## src/rtl/code_lock_ctrl.sv

```systemverilog
// code_lock_ctrl
// Combination-lock controller for the board push-buttons. Each switch channel
// is synchronised, debounced, and its release turns into a one-cycle digit
// event. Digit events are matched against the CODE parameter. The block also
// provides an idle timeout during entry, a failed-attempt counter and a timed
// lockout.
//
// Ports:
//   clk        in   system clock
//   rst        in   asynchronous active-high reset
//   sw         in   raw switch levels (1 = pressed), asynchronous to clk
//   sw_led     out  registered copy of the debounced switch levels
//   unlocked   out  high while the lock is open
//   locked_out out  high during the lockout period
//   progress   out  number of correct digits entered so far
//   fail_cnt   out  wrong digits since the last success or lockout
module code_lock_ctrl #(
    parameter int NUM_SW          = 4,
    parameter int CODE_LEN        = 5,
    parameter int IDX_W           = 2,
    parameter logic [CODE_LEN*IDX_W-1:0] CODE = 10'b11_10_01_00_00,
    parameter int DEBOUNCE_CYCLES = 120000,
    parameter int TIMEOUT_CYCLES  = 60000000,
    parameter int MAX_FAILS       = 3,
    parameter int LOCKOUT_CYCLES  = 120000000
) (
    input  logic                              clk,
    input  logic                              rst,
    input  logic [NUM_SW-1:0]                 sw,
    output logic [NUM_SW-1:0]                 sw_led,
    output logic                              unlocked,
    output logic                              locked_out,
    output logic [$clog2(CODE_LEN+1)-1:0]     progress,
    output logic [$clog2(MAX_FAILS+1)-1:0]    fail_cnt
);

    localparam int PROG_W = $clog2(CODE_LEN + 1);
    localparam int FAIL_W = $clog2(MAX_FAILS + 1);
    localparam int DB_W   = (DEBOUNCE_CYCLES > 2) ? $clog2(DEBOUNCE_CYCLES) : 1;
    localparam int TO_W   = (TIMEOUT_CYCLES  > 2) ? $clog2(TIMEOUT_CYCLES)  : 1;
    localparam int LO_W   = (LOCKOUT_CYCLES  > 2) ? $clog2(LOCKOUT_CYCLES)  : 1;

    localparam logic [DB_W-1:0]   DB_LAST   = DB_W'(DEBOUNCE_CYCLES - 1);
    localparam logic [TO_W-1:0]   TO_LAST   = TO_W'(TIMEOUT_CYCLES - 1);
    localparam logic [LO_W-1:0]   LO_LAST   = LO_W'(LOCKOUT_CYCLES - 1);
    localparam logic [PROG_W-1:0] IDX_LAST  = PROG_W'(CODE_LEN - 1);
    localparam logic [FAIL_W-1:0] FAIL_LAST = FAIL_W'(MAX_FAILS - 1);

    typedef enum logic [1:0] {
        S_ENTRY    = 2'd0,
        S_UNLOCKED = 2'd1,
        S_LOCKOUT  = 2'd2
    } state_t;

    // Code digit k of the packed CODE parameter (digit 0 entered first).
    function automatic logic [IDX_W-1:0] code_digit(input logic [PROG_W-1:0] k);
        code_digit = '0;
        for (int j = 0; j < CODE_LEN; j++) begin
            if (k == PROG_W'(j)) begin
                code_digit = CODE[j*IDX_W +: IDX_W];
            end
        end
    endfunction

    // Index of the set bit of a single-hot event vector.
    function automatic logic [IDX_W-1:0] ev_digit(input logic [NUM_SW-1:0] ev);
        ev_digit = '0;
        for (int j = 0; j < NUM_SW; j++) begin
            if (ev[j]) begin
                ev_digit = IDX_W'(j);
            end
        end
    endfunction

    // ------------------------------------------------------------------
    // Input synchroniser, debounce and release detection
    // ------------------------------------------------------------------
    logic [NUM_SW-1:0] r_sync1;
    logic [NUM_SW-1:0] r_sync2;
    logic [NUM_SW-1:0] r_db;
    logic [NUM_SW-1:0] r_db_d;
    logic [NUM_SW-1:0] r_sw_led;
    logic [DB_W-1:0]   r_db_cnt [NUM_SW];

    always_ff @(posedge clk or posedge rst) begin
        if (rst) begin
            r_sync1  <= '0;
            r_sync2  <= '0;
            r_db     <= '0;
            r_db_d   <= '0;
            r_sw_led <= '0;
            for (int i = 0; i < NUM_SW; i++) begin
                r_db_cnt[i] <= '0;
            end
        end else begin
            r_sync1  <= sw;
            r_sync2  <= r_sync1;
            r_db_d   <= r_db;
            r_sw_led <= r_db;
            for (int i = 0; i < NUM_SW; i++) begin
                if (r_sync2[i] == r_db[i]) begin
                    r_db_cnt[i] <= '0;
                end else if (r_db_cnt[i] == DB_LAST) begin
                    r_db[i]     <= r_sync2[i];
                    r_db_cnt[i] <= '0;
                end else begin
                    r_db_cnt[i] <= r_db_cnt[i] + DB_W'(1);
                end
            end
        end
    end

    logic [NUM_SW-1:0] w_ev;
    logic              w_any_ev;
    logic              w_multi;
    logic [IDX_W-1:0]  w_digit;

    assign w_ev     = r_db_d & ~r_db;
    assign w_any_ev = |w_ev;
    // More than one bit set: clearing the lowest set bit leaves something.
    assign w_multi  = |(w_ev & (w_ev - NUM_SW'(1)));
    assign w_digit  = ev_digit(w_ev);

    // ------------------------------------------------------------------
    // Lock state machine
    // ------------------------------------------------------------------
    state_t            r_state, w_state_nxt;
    logic [PROG_W-1:0] r_idx, w_idx_nxt;
    logic [FAIL_W-1:0] r_fails, w_fails_nxt;
    logic [TO_W-1:0]   r_to_cnt, w_to_nxt;
    logic [LO_W-1:0]   r_lo_cnt, w_lo_nxt;
    logic              r_unlocked;
    logic              r_locked_out;

    always_ff @(posedge clk or posedge rst) begin
        if (rst) begin
            r_state      <= S_ENTRY;
            r_idx        <= '0;
            r_fails      <= '0;
            r_to_cnt     <= '0;
            r_lo_cnt     <= '0;
            r_unlocked   <= 1'b0;
            r_locked_out <= 1'b0;
        end else begin
            r_state      <= w_state_nxt;
            r_idx        <= w_idx_nxt;
            r_fails      <= w_fails_nxt;
            r_to_cnt     <= w_to_nxt;
            r_lo_cnt     <= w_lo_nxt;
            r_unlocked   <= (w_state_nxt == S_UNLOCKED);
            r_locked_out <= (w_state_nxt == S_LOCKOUT);
        end
    end

    always_comb begin
        w_state_nxt = r_state;
        w_idx_nxt   = r_idx;
        w_fails_nxt = r_fails;
        // Idle and lockout counters only run in their own situations and
        // otherwise sit at zero, so they start clean on every entry.
        w_to_nxt    = '0;
        w_lo_nxt    = '0;

        unique case (r_state)
            S_ENTRY: begin
                if (w_any_ev) begin
                    if (!w_multi && (w_digit == code_digit(r_idx))) begin
                        if (r_idx == IDX_LAST) begin
                            w_state_nxt = S_UNLOCKED;
                            w_idx_nxt   = '0;
                            w_fails_nxt = '0;
                        end else begin
                            w_idx_nxt = r_idx + PROG_W'(1);
                        end
                    end else begin
                        // A wrong digit restarts entry; it is not retried as digit 0.
                        w_idx_nxt = '0;
                        if (r_fails == FAIL_LAST) begin
                            w_state_nxt = S_LOCKOUT;
                            w_fails_nxt = '0;
                        end else begin
                            w_fails_nxt = r_fails + FAIL_W'(1);
                        end
                    end
                end else if (r_idx != '0) begin
                    if (r_to_cnt == TO_LAST) begin
                        w_idx_nxt = '0;
                    end else begin
                        w_to_nxt = r_to_cnt + TO_W'(1);
                    end
                end
            end

            S_UNLOCKED: begin
                if (w_any_ev) begin
                    if (!w_multi && (w_digit == code_digit('0))) begin
                        if (CODE_LEN == 1) begin
                            w_state_nxt = S_UNLOCKED;
                            w_idx_nxt   = '0;
                        end else begin
                            w_state_nxt = S_ENTRY;
                            w_idx_nxt   = PROG_W'(1);
                        end
                    end else begin
                        w_state_nxt = S_ENTRY;
                        w_idx_nxt   = '0;
                    end
                end
            end

            S_LOCKOUT: begin
                if (r_lo_cnt == LO_LAST) begin
                    w_state_nxt = S_ENTRY;
                    w_idx_nxt   = '0;
                    w_fails_nxt = '0;
                end else begin
                    w_lo_nxt = r_lo_cnt + LO_W'(1);
                end
            end

            default: begin
                w_state_nxt = S_ENTRY;
                w_idx_nxt   = '0;
                w_fails_nxt = '0;
            end
        endcase
    end

    assign sw_led     = r_sw_led;
    assign unlocked   = r_unlocked;
    assign locked_out = r_locked_out;
    assign progress   = r_idx;
    assign fail_cnt   = r_fails;

endmodule

```

## config.mk

```make
export PLATFORM = sky130hd
export DESIGN_NAME = code_lock_ctrl
export DESIGN_NICKNAME = d
export VERILOG_FILES = /design/src/rtl/code_lock_ctrl.sv
export SDC_FILE = /design/constraint.sdc
export NUM_CORES = 1
export LEC_CHECK = 0
export BUFFER_PORTS_ARGS = -buffer_cell sky130_fd_sc_hd__buf_2
export CAP_MARGIN = 20
export CORE_ASPECT_RATIO = 2
export CORE_MARGIN = 3
export CORE_UTILIZATION = 55
export DETAILED_ROUTE_END_ITERATION = 8
export PLACE_DENSITY = 0.82
export SLEW_MARGIN = 20
export SYNTH_ARGS = -nofsm -noshare
export SYNTH_HDL_FRONTEND = slang
export SYNTH_SLANG_ARGS = --single-unit
```

## constraint.sdc

```tcl
create_clock -name clk -period 4.94 [get_ports clk]
set_input_delay 1.235 -clock clk [delete_from_list [all_inputs] [get_ports clk]]
set_output_delay 1.235 -clock clk [all_outputs]
set_load 0.005 [all_outputs]
```

== Word-level counts from Yosys, hierarchy flattened ==
Index checks and enable logic that the tools add are counted.

* Word-level logic and storage cells: 118
* Flip-flop bits (word level): 146

* Bitwise gates (word level): 8
* Reductions and logical operators: 14
* Add/sub/neg operators: 9
* Muxes and demuxes: 44
* Equal/unequal tests: 25

{| class="wikitable"
|+ Operators by type and width
! cell !! count
|-
| 17-bit 2-to-1 mux || 8
|-
| 26-bit 2-to-1 mux || 4
|-
| 17-bit by 1-bit adder with 17-bit output (second input constant) || 4
|-
| 17-bit equality test (second input constant) || 4
|-
| 27-bit 2-to-1 mux || 2
|-
| 2-bit 2-to-1 mux || 17
|-
| 27-bit by 1-bit adder with 27-bit output (second input constant) || 1
|-
| 27-bit equality test (second input constant) || 1
|-
| 26-bit by 1-bit adder with 26-bit output (second input constant) || 1
|-
| 26-bit equality test (second input constant) || 1
|-
| 3-bit 2-to-1 mux || 7
|-
| 2-bit one-hot mux with 3 select lines || 2
|-
| 3-bit != test (second input constant) || 3
|-
| 3-bit one-hot mux with 3 select lines || 1
|-
| 4-bit AND || 2
|-
| 2-bit AND reduction || 4
|-
| 4-bit AND reduction || 2
|-
| 4-bit OR reduction || 2
|-
| 2-bit equality test (second input constant) || 3
|-
| 3-bit by 2-bit equality test with 1-bit output (second input constant) || 2
|-
| 2-bit != test (second input constant) || 3
|-
| 1-bit inverter || 5
|-
| 1-bit equality test || 4
|-
| 2-bit by 1-bit equality test with 1-bit output (second input constant) || 2
|-
| 11 further kinds || 15
|}

== Longest topological paths before layout ==
Gate-level depths: netlist (run 1).

* Depth after elaboration: 12
* Gate-level depth with buffers: 9
* Gate-level depth less buffers: 8

== Least setup slack after synthesis (run 1) ==
OpenSTA, ideal clock, no wires.

* Path type: flip-flop to flip-flop
* Start: register r_idx[0], in the netlist progress[0]
* End: register r_idx[0], in the netlist progress[0]
* Clock period less this slack: 2011 ps
* Stages on the path, launching flop included: 9
* Path slack: 2929 ps
* Setup time: 82 ps
* Arrival: 1929 ps
* Buffers on the path: 0
* Required time: 4858 ps
* Path through: dfrtp_1 -> inv_1 -> ha_1 -> mux2_4 -> nand3_2 -> a211oi_2 -> o21ai_1 -> or4_4 -> a31oi_1

* Word-level cells in the longest chain between the ends: 11
* Elaborated cells between the ends (all ways): 18

{| class="wikitable"
|+ Ends and longest elaborated chain
! item !! line !! text
|-
| start, declared || 128 || <nowiki>logic [PROG_W-1:0] r_idx, w_idx_nxt;</nowiki>
|-
| start signal, assigned || 146 || <nowiki>r_idx <= w_idx_nxt;</nowiki>
|-
| 3-bit by 2-bit equality test with 1-bit output || 59 || <nowiki>if (k == PROG_W'(j)) begin</nowiki>
|-
| 1-bit 2-to-1 mux || 59 ||
|-
| 2-bit 2-to-1 mux (2 in series) || 59 ||
|-
| 2-bit 2-to-1 mux || 166 || <nowiki>if (w_any_ev) begin</nowiki>
|-
| 2-bit 2-to-1 mux || 164 || <nowiki>unique case (r_state)</nowiki>
|-
| 2-bit equality test || 167 || <nowiki>if (!w_multi && (w_digit == code_digit(r_idx))) begin</nowiki>
|-
| 1-bit logical AND || 167 ||
|-
| 3-bit 2-to-1 mux || 167 ||
|-
| 3-bit 2-to-1 mux || 166 ||
|-
| 3-bit one-hot mux with 3 select lines || 164 ||
|}

Parallel ways exist; a longest one is shown, timed or not. The select of a mux whose other input is x is not followed.
A chain may end at the register's enable or synchronous reset.

== Worst setup path in the final report (run 1) ==
* Start: register r_lo_cnt[0]
* End: register r_idx[0], in the netlist progress[0]

* Word-level cells in the longest chain between the ends: 3

{| class="wikitable"
|+ Ends and longest elaborated chain
! item !! line !! text
|-
| start, declared || 131 || <nowiki>logic [LO_W-1:0] r_lo_cnt, w_lo_nxt;</nowiki>
|-
| start signal, assigned || 149 || <nowiki>r_lo_cnt <= w_lo_nxt;</nowiki>
|-
| 27-bit equality test || 212 || <nowiki>if (r_lo_cnt == LO_LAST) begin</nowiki>
|-
| 2-bit != test (no line) || -- ||
|-
| 4-bit AND reduction (no line) || -- ||
|}

No other way between the ends.

==> results.cfg, run 1 <==
[status]
status = finished, final reports clean

[drt]
drt_iter0_drc = 208
drc = 0
post_drt_wl_per_cell_microns = 15.6
vias = 5042
ant_nets = 0
routed_wl_mm = 13.6
viasPerCell = 5.76
dr.pass1.iters = 5

[power]
vdd_drop_max_mv = 0.297
p_leak_nw = 3.36
powerDensity_nw_per_um2 = 350

[cells_and_area]
diodes = 0
fin_nets = 731
finalNonFillerCells = 875
final_area_sq_um = 7840
area_growth_pct = 12.9
fill_cells = 943
final_layout_size_suffix_gt1_frac = 0.0989
multiInputGateArea_sq_um = 3150
ff_latch_area_sq_um = 3650

[yosys]
synth_edf_count = 0
synth_top_cells_by_count = 146 x dfrtp_1, 118 x nor2_1, 59 x xor2_1
synthCells = 696
avgSynthCellArea_sq_um = 9.98
syn_area_sq_um = 6950
synth_top_cell_by_area = dfrtp_1
async_flop_share = 1.00
yosysMostFrequentCell = dfrtp_1
syn_nets = 712
yosys-top-cells-area = dfrtp_1 53%, xor2_1 7.4%, nor2_1 6.4%
synth_flop_cell = dfrtp_1
synth_top_area_frac = 0.526
yosysWarnings = 0
synth.distinct_cells = 52
ys_ff_latch = 146
seq_area_frac_synth = 0.526

[placed_design]
io_buffer_count = 16
dpl_cell_area_sq_um = 7150
dp.final_hpwl_mm = 9.02
post-place-cells = 843
gp_congestion = 0.821

[die]
initial_core_util = 0.566
dieHeight_microns = 165
core_sq_um = 12300
num_io_pins = 17
die-area_sq_um = 14100
row_count = 57
die_x_microns = 85.5

[grt]
grt_pass1_wl_mm = 23.5
antenna_found_initial = 0
first_global_vias = 5288
grt_max_degree = 104
gr-total-overflow = 0
grt_util_all_layers = 0.207

[worst_setup_path]
crit_arrival_ns = 2.71
cp-start-kind = flip-flop
cpMaxStageDelayCell = a311o_2
path_cells = ha_1 > nand2_1 > nor3_2 > a311o_2 > a21bo_2 > nor2_1 > a31oi_1
crit_path_end_kind = flip-flop
cp_slowest_stage_delay_ns = 0.64
cp_max_fo = 29
cp.required_ns = 5.24
worst-path-buf-inv = 0
critPathKind = reg2reg
critical-path-top-delay-family = compound AO/OA/AOI/OAI gates

[sta]
finalSetupTns_ns = 0
setup_viol = 0
worstMarginPinSlew_ns = 0.939
min_period_ns = 2.41
drv_slew = 0
max_freq_mhz = 415
fin_crit_sh = 0.488
clock-skew-final_ns = 0.00895
slew-limit-headroom = 0.373
rsz0062_at_grt = false
hold_viol_final = 0

[clocking]
clk_latency_ns = 0.42
ctsResizeCount = 0
cts_tree = yes
clk_pin_slew_ns = 0.06
clkSinkCount = 146
cts_setup_buffers = 0
root_buffer = clkbuf_16
htree_levels = 4
cts_hold_buf = 0
clock_path_buffers = 2
cts_buffers = 17

[flow_run]
drv_cap = 0

[hold_path]
hp-class = reg2reg
[layer usage]
layer  share of wire  up-vias  GRT usage
met5               0        -          0
met4           0.023        0     0.0922
met2            0.55       98      0.369
li1                -     2413          -
met1            0.39     2504      0.230
met3           0.035       27     0.0519
[worst paths after layout]
kind                        startpoint          end  slack, ns  cells past startpoint
max                        r_lo_cnt[0]  progress[0]       2.53                      7
min                         r_sync1[2]   r_sync2[2]       0.35                      0
max reg2reg                r_lo_cnt[0]  progress[0]       2.53                      7
min reg2reg                 r_sync1[2]   r_sync2[2]       0.35                      0
max in group asynchronous          rst   r_sync2[3]       2.91                      3
min in group asynchronous          rst  r_db_cnt[7]       1.01                      2
[cell families after synthesis]
group / synth area share
muxes: 0.0117
buffers and inverters: 0.0213
AOI/OAI and AO/OA: 0.0394
xor gates and xnor gates: 0.124
and+or+nand+nor: 0.260
DFF: 0.526
adders and majority gates: 0.0180
[flip-flops by register name, indices dropped and copies added, names as in the netlist]
register / flops
fail_cnt: 2
locked_out: 1
progress: 3
r_db: 4
r_db_cnt: 68
r_lo_cnt: 27
r_state: 2
r_sync1: 4
r_sync2: 4
r_to_cnt: 26
sw_led: 4
unlocked: 1
[cell type report]
class,count,share of cell area
clock buffer,25,0.0670
inverter,17,0.00861
multi-input combinational,516,0.401
sequential,146,0.466
tap,147,0.0234
clock inverter,7,0.0212
timing repair buffer,17,0.0128
[layout by cell type (no fill, tap or decap), types with 2 or more instances in the layout]
master,netlist,layout
or2_2,4,4
nand3_2,2,2
xnor2_1,39,39
and3_1,23,23
inv_1,17,16
nor4_1,6,6
nand3_1,46,46
or3_1,15,15
bufinv_16,0,5
nor4_2,2,2
nand2_1,56,56
nand2b_1,8,8
and4_1,13,13
clkinvlp_4,0,2
ha_1,10,10
mux2_2,5,5
or4b_1,2,2
nor4bb_1,4,4
dfrtp_1,146,146
a21oi_1,23,23
clkbuf_8,0,7
nor3_1,12,12
and2_1,5,5
nor3b_1,2,2
o21ai_0,16,16
buf_2,7,16
xor2_1,59,59
nor2b_1,3,3
clkbuf_16,0,17
nor2_1,118,118
nand4_1,20,20
o21ai_1,3,3
[report_power, final]
part | total [W] | switching (W) | internal [W]
clock network | 0.00148 | 0.000483 | 0.000992
registers | 0.00122 | 0.0000105 | 0.00121
logic | 0.0000515 | 0.0000388 | 0.0000127
[worst reg2reg max path: cells and delay by family, from the launching register on]
family | cells | cell delay (ns)
AOI/OAI and AO/OA | 3 | 1.01
and+or+nand+nor | 3 | 0.67
DFF | 1 | 0.39
adders and majority gates | 1 | 0.23
[per-stage QoR]
step	hold WS, ns	worst slack [ns]	util	total power [W]
floorplan	0.331	1.87	-	0.00128
global placement	0.332	2.27	0.583	0.00129
detailed placement	0.339	2.12	0.583	0.00129
CTS	0.352	2.13	0.639	0.00276
global route	0.364	2.36	0.639	0.00281
finish	0.349	2.53	0.639	0.00275
Note: power is estimated with default switching activity, not from simulation.
==> run 2: changes to the inputs <==
- PLACE_DENSITY: 0.82 -> 0.8
- clock period: 4.94 -> 2.5 ns (I/O delays scaled with it)
==> results.cfg, run 2 (synthesized netlist as in run 1, its figures left out) <==
[worst_setup_path]
rrSetupSlack_ns = 0.25
crit_arrival_ns = 2.58
cp_max_fo = 5
crit_path_end_kind = flip-flop
cp-start-kind = flip-flop
cp.required_ns = 2.83
critPathKind = reg2reg

[power]
combPwrFrac = 0.020
pwr-share-clk = 0.512
powerDensity_nw_per_um2 = 661
seqPwrFrac = 0.468
p_leak_nw = 3.34
intPower_w = 0.00412
p_switching_w = 0.00103
p_sw_frac = 0.200
vdd_drop_max_mv = 0.627

[die]
initial_core_util = 0.566
die-area_sq_um = 14100
dieHeight_microns = 165
num_io_pins = 17
die_x_microns = 85.5
row_count = 57
core_sq_um = 12300

[cells_and_area]
fin_nets = 734
reg_top3 = r_db_cnt x68, r_lo_cnt x27, r_to_cnt x26
final_cell_mix = 146 x dfrtp_1, 118 x nor2_1, 59 x xor2_1, 56 x nand2_1, 46 x nand3_1
post-route-util = 0.635
final_layout_size_suffix_gt1_frac = 0.100
diodes = 0
fill_cells = 952
multiInputGateArea_sq_um = 3150
ff_latch_area_sq_um = 3650
largest_reg_flops = 68
final_common_cell = dfrtp_1
largest-register = r_db_cnt
area_growth_pct = 12.1

[sta]
drv_slew = 0
clock-skew-final_ns = 0.0112
slew-limit-headroom = 0.572
rsz0062_at_grt = false
setup_viol = 0
fin_crit_sh = 0.899
worstMarginPinSlew_ns = 0.642
hold_viol_final = 0
finalSetupTns_ns = 0
max_freq_mhz = 445
min_period_ns = 2.25

[drt]
drt_iter0_drc = 274
dr.pass1.iters = 4
viasPerCell = 5.74
post_drt_wl_per_cell_microns = 15.4
drc = 0
ant_nets = 0
vias = 5032
routed_wl_mm = 13.5

[grt]
gr-total-overflow = 0
grt_pass1_wl_mm = 24.1
antenna_found_initial = 0
grt_util_all_layers = 0.213
first_global_vias = 5394
grt_max_degree = 120

[clocking]
cts_setup_buffers = 0
ctsResizeCount = 0
clkSinkCount = 146
clock_path_buffers = 2
cts_hold_buf = 0
clk_latency_ns = 0.42
cts_tree = yes
htree_levels = 4
cts_buffers = 17
clk_pin_slew_ns = 0.06
root_buffer = clkbuf_16

[placed_design]
dp.final_hpwl_mm = 9.17
io_buffer_count = 16
gp_congestion = 0.878

[status]
status = finished, final reports clean

[flow_run]
drv_cap = 0

[hold_path]
hp-class = in2reg
[run 2: cell types whose count changed in the layout (fill, tap and decap cells not counted), sizes merged]
cell	previous run	this run
clkbuf	25	20
clkinv	1	5
clkinvlp	2	3
buf	17	20
bufinv	5	4
[run 2: worst max-delay path, cell delays in order (launching register included)]
cell and delay, ns:
dfrtp_1 0.41, inv_1 0.12, ha_1 0.25, mux2_4 0.19, nand3_2 0.07, a211oi_2 0.27
o21ai_1 0.16, or4_4 0.52, a31oi_1 0.18
[run 2: power groups by stage]
| stage | Clock (W) | Sequential (W) | Combinational (W) |
|---|---|---|---|
| 6_report | 0.00264 | 0.00241 | 0.000104 |
| 5_1_grt | 0.00279 | 0.00241 | 0.000124 |
| 2_1_floorplan | 0 | 0.00244 | 0.0000801 |
| 4_1_cts | 0.00268 | 0.00241 | 0.000109 |
| 3_5_place_dp | 0 | 0.00245 | 0.000108 |
| 3_3_place_gp | 0 | 0.00245 | 0.000103 |
[run 2: layer usage]
layer | track usage | wire, microns
met1 | 0.230 | 5130
met2 | 0.387 | 7630
met3 | 0.0514 | 492
met4 | 0.0929 | 284
met5 | 0 | 0
[run 2: cell type report]
class / count / area share
clock buffer: 20 / 0.0586
inverter: 17 / 0.00867
sequential: 146 / 0.469
clock inverter: 11 / 0.0206
tap: 147 / 0.0236
timing repair buffer: 20 / 0.0157
multi-input combinational: 516 / 0.404
[run 2: stage by stage]
stage	total power, W	instances	cell area (sq um)	hold WS, ns	worst slack, ns
global placement	0.00255	846	7170	0.337	0.422
detailed placement	0.00256	846	7170	0.336	0.278
CTS	0.00520	877	7790	0.297	0.260
finish	0.00515	877	7790	0.317	0.252
floorplan	0.00252	696	6950	0.331	0.0420
global route	0.00533	877	7790	0.299	0.103
[run 2: final timing paths]
| check | from | end | cells after the start |
|---|---|---|---|
| setup / recovery | progress[0] | progress[0] | 8 |
| min in group asynchronous | rst | r_db_cnt[9] | 3 |
| hold / removal | sw[1] | r_sync1[1] | 1 |
| hold reg to reg | r_sync1[2] | r_sync2[2] | 0 |
| max in group asynchronous | rst | r_lo_cnt[17] | 3 |
| setup reg to reg | progress[0] | progress[0] | 8 |
